===== src/rtl/stopwatch_trigger_gen.sv =====
// Push-button front end for the stopwatch: synchronises and debounces btn_in, then
// classifies each press as short (trigger pulse, toggle run) or long (clear pulse, stop).
module stopwatch_trigger_gen #(
  parameter int unsigned DEBOUNCE_CYCLES   = 1_000_000,
  parameter int unsigned LONG_PRESS_CYCLES = 100_000_000,
  parameter int unsigned CNT_W             = 27
) (
  input  logic sys_clk,
  input  logic reset,
  input  logic btn_in,
  output logic btn_level,
  output logic trigger_out,
  output logic clear_out,
  output logic run_en
);

  typedef enum logic [1:0] {
    REL      = 2'd0,
    HELD     = 2'd1,
    LONGHELD = 2'd2
  } state_t;

  localparam logic [CNT_W-1:0] DEB_LAST  = CNT_W'(DEBOUNCE_CYCLES - 1);
  localparam logic [CNT_W-1:0] LONG_LAST = CNT_W'(LONG_PRESS_CYCLES - 1);

  logic             s_meta;
  logic             s;
  logic [CNT_W-1:0] dcnt;
  logic [CNT_W-1:0] hcnt;
  state_t           state;

  logic accept;
  logic level_rise;
  logic level_fall;

  // accept marks the edge on which btn_level takes the new value; the FSM reacts on
  // that same edge so its pulses line up with the btn_level transition.
  assign accept     = (s != btn_level) && (dcnt == DEB_LAST);
  assign level_rise = accept && s;
  assign level_fall = accept && !s;

  always_ff @(posedge sys_clk or posedge reset) begin
    if (reset) begin
      s_meta <= 1'b0;
      s      <= 1'b0;
    end else begin
      s_meta <= btn_in;
      s      <= s_meta;
    end
  end

  always_ff @(posedge sys_clk or posedge reset) begin
    if (reset) begin
      btn_level <= 1'b0;
      dcnt      <= '0;
    end else if (s == btn_level) begin
      dcnt <= '0;
    end else if (accept) begin
      btn_level <= s;
      dcnt      <= '0;
    end else begin
      dcnt <= dcnt + CNT_W'(1);
    end
  end

  always_ff @(posedge sys_clk or posedge reset) begin
    if (reset) begin
      state       <= REL;
      hcnt        <= '0;
      trigger_out <= 1'b0;
      clear_out   <= 1'b0;
      run_en      <= 1'b0;
    end else begin
      trigger_out <= 1'b0;
      clear_out   <= 1'b0;
      case (state)
        REL: begin
          if (level_rise) begin
            state <= HELD;
            hcnt  <= '0;
          end
        end
        HELD: begin
          hcnt <= hcnt + CNT_W'(1);
          // A release on the terminal-count cycle still counts as a short press.
          if (level_fall) begin
            state       <= REL;
            trigger_out <= 1'b1;
            run_en      <= ~run_en;
          end else if (hcnt == LONG_LAST) begin
            state     <= LONGHELD;
            clear_out <= 1'b1;
            run_en    <= 1'b0;
          end
        end
        LONGHELD: begin
          // hcnt is left at its saturated value until the next press.
          if (level_fall) begin
            state <= REL;
          end
        end
        default: begin
          state <= REL;
        end
      endcase
    end
  end

endmodule


===== config.mk =====
export PLATFORM = sky130hd
export DESIGN_NAME = stopwatch_trigger_gen
export DESIGN_NICKNAME = d
export VERILOG_FILES = /design/src/rtl/stopwatch_trigger_gen.sv
export SDC_FILE = /design/constraint.sdc
export NUM_CORES = 1
export LEC_CHECK = 0
export BUFFER_PORTS_ARGS = -buffer_cell sky130_fd_sc_hd__buf_4
export CAP_MARGIN = 20
export CORE_UTILIZATION = 30
export DETAILED_ROUTE_END_ITERATION = 12
export GPL_ROUTABILITY_DRIVEN = 0
export HOLD_SLACK_MARGIN = 0.05
export PLACE_DENSITY_LB_ADDON = 0.15
export SLEW_MARGIN = 20
export SYNTH_ARGS = -nofsm -noshare
export SYNTH_HDL_FRONTEND = slang
export SYNTH_SLANG_ARGS = --single-unit

===== constraint.sdc =====
create_clock -name sys_clk -period 5.2 [get_ports sys_clk]
set_clock_uncertainty 0.1 [all_clocks]
set_input_delay 0.78 -clock sys_clk [delete_from_list [all_inputs] [get_ports sys_clk]]
set_output_delay 0.78 -clock sys_clk [all_outputs]
set_load 0.01 [all_outputs]

==> results.json <==
{
  "cts_tree": "built",
  "dieWidth_um": 104,
  "cts_buffers": 9,
  "multi_input_area_mm2": 0.00151,
  "grt.overflow.total": 0,
  "rrSetupSlack_ps": 2760,
  "fin_cells": 472,
  "p_sw_share_pct": 21.3,
  "worstSetupEndpoint": "hcnt[23]",
  "core_area_mm2": 0.00991,
  "routed_via_density": 5.05,
  "drt_iter0_markers": 83,
  "grt_max_degree": 63,
  "rr_worst_depth": 5,
  "critical_path.slowest_cell": "nor4_1",
  "worstMarginPinSlew_ps": 905,
  "p_per_area_mw_per_mm2": 272,
  "syn_nets": 331,
  "synth_cell_types": 43,
  "port_buffers": 6,
  "grt_pass1_vias": 2365,
  "cts_resized": 0,
  "cts.reportedPaths.clkPinSlew_ps": 70,
  "cp_num_cells": 5,
  "seqPwrFrac_pct": 51.0,
  "cts_buffer_depth": 2,
  "slew_headroom_pct": 39.1,
  "avgSynthCellArea_um2": 9.58,
  "dp_slack_ps": 2550,
  "dp_cells": 456,
  "area_delta_synth_final_pct": 12.6,
  "initial_core_util_pct": 31.5,
  "cp_num_buf_inv": 0,
  "ir_drop_v": 0.000118,
  "synth-seq-cells": 62,
  "netlist_area_mm2": 0.00312,
  "synth_cells": 326,
  "synth_largest_area_cell": "dfrtp_1",
  "clkSinkCount": 62,
  "setup_viol": 0,
  "cp.required_ps": 5310,
  "synthTopCellsByCount": "62 x dfrtp_1, 40 x nor2_1, 35 x nand3_1",
  "clk_latency_ps": 340,
  "rsz0062_at_grt": "false",
  "endpoint_kind": "flop",
  "die-area_mm2": 0.0108,
  "pwr-share-comb_pct": 2.1,
  "regArea_mm2": 0.00155,
  "worst_path_dominant_cell_family": "simple AND/OR/NAND/NOR gates",
  "drcViolationCount": 0,
  "synth-main-ff-cell": "dfrtp_1",
  "dp_hpwl_um": 4460,
  "p_sw_mw": 0.204,
  "p_int_mw": 0.754,
  "cp_cell_sequence": "nand4_1 -> nor4_1 -> nand3_1 -> o211ai_1 -> o31ai_1",
  "cp_max_fo": 8,
  "synth_edf_count": 0,
  "fin_nets": 340,
  "min_path_type": "reg -> reg",
  "nFillCells": 1041,
  "routed_wl_um": 6480,
  "clk_root_buffer_cell": "clkbuf_8",
  "grt.total_usage_pct": 13.3,
  "min_period_ps": 2440,
  "critPathKind": "reg -> reg",
  "fmax_ghz": 0.410,
  "clock_power_share_pct": 47.0,
  "drv_cap": 0,
  "vias": 2384,
  "timing.rr.start": "hcnt[3]",
  "async_reset_ff_share_pct": 100,
  "post_cts_buffers": 0,
  "grt_pass1_wl_um": 11600,
  "p_leak_nw": 1.44,
  "cp.arrival_ps": 2550,
  "hold_viol": 0,
  "yosysTopAreaCellShare_pct": 49.7,
  "yosysMostFrequentCell": "dfrtp_1",
  "synth_area_leaders": "dfrtp_1 50%, nand3_1 5.6%, nor2_1 4.8%, xor2_1 4.8%, xnor2_1 3.6%",
  "timing.final.crit_share_pct": 46.9,
  "critPathLaunchType": "flop",
  "antenna_left": 0,
  "slew_viol_final": 0,
  "synth.yosys.warnings": 0,
  "drtPass1Iterations": 4,
  "max_stage_delay_ps": 880,
  "cts_hold_buffers": 0,
  "wire_per_inst_um": 13.7,
  "antennaDiodeCount": 0,
  "tns_ps": 0,
  "row_count": 36,
  "ios": 7,
  "die_y_um": 104,
  "fin_ws_ps": 2760,
  "htreeDepth": 3,
  "r2r-end": "hcnt[23]",
  "antenna_found_initial": 0,
  "ys_seq_area_share_pct": 49.7,
  "startpoint": "hcnt[3]",
  "outcome": "completed",
  "final_layout_size_suffix_gt1_share_pct": 9.14
}
## power groups by stage
stage	sequential [mW]	combinational [mW]	clock, mW
2_1_floorplan	0.496	0.0151	0
3_3_place_gp	0.497	0.0211	0
3_5_place_dp	0.497	0.0211	0
4_1_cts	0.488	0.0213	0.466
5_1_grt	0.488	0.0241	0.487
6_report	0.488	0.0198	0.450
## layout by cell type, fill, tap and decap left out, drive strengths merged, types with 9 or more instances in the layout
cell type,count
xor2,17
nand2,22
nand4,18
nor3,9
o21ai,17
nand3,35
nor4,12
nor2,40
xnor2,13
dfrtp,62
clkbuf,10
and3,9
## worst min path at each step
stage                     cells past startpoint  startpoint  to
final                                         0      s_meta   s
after global placement                        0      s_meta   s
after detailed placement                      0      s_meta   s
after global routing                          0      s_meta   s
after CTS                                     0      s_meta   s
after floorplan                               0      s_meta   s
## per-stage QoR
| step | hold slack, ps | area [um2] | utilization [%] | power, mW |
|---|---|---|---|---|
| floorplan | 231 | 3120 | - | 0.511 |
| global placement | 239 | 3290 | 33.2 | 0.518 |
| detailed placement | 236 | 3300 | 33.3 | 0.518 |
| CTS | 253 | 3500 | 35.4 | 0.975 |
| global route | 265 | 3510 | 35.5 | 0.999 |
| finish | 251 | 3510 | 35.5 | 0.958 |
## cell type report
type                       instances  area share, %
clock inverter                     5           2.14
inverter                           6          0.641
timing repair buffer               8           1.82
sequential                        62           44.1
clock buffer                      10           3.63
multi-input combinational        248           42.9
tap                              133           4.73
## cell families after synthesis
logic type | after synthesis | share of synthesized area [%]
fa+ha+maj | 2 | 0.801
mux | 3 | 1.00
buf+inv | 16 | 2.24
compound gates | 35 | 6.97
xor+xnor | 30 | 8.42
flops | 62 | 49.7
simple gates | 178 | 30.9
## registers in the layout (all words and copies together) (netlist names)
signal / flops
clear_out: 1
trigger_out: 1
btn_level: 1
dcnt: 27
state: 2
run_en: 1
s: 1
hcnt: 27
s_meta: 1
## metal layers
layer | up-vias | global-route usage, % | wire length [um]
li1 | 1197 | - | -
met3 | 6 | 2.94 | 135
met5 | - | 0 | 0
met2 | 27 | 20.5 | 2870
met1 | 1154 | 18.1 | 3400
met4 | 0 | 5.51 | 80
No activity file was read; power rests on OpenSTA's default activity.
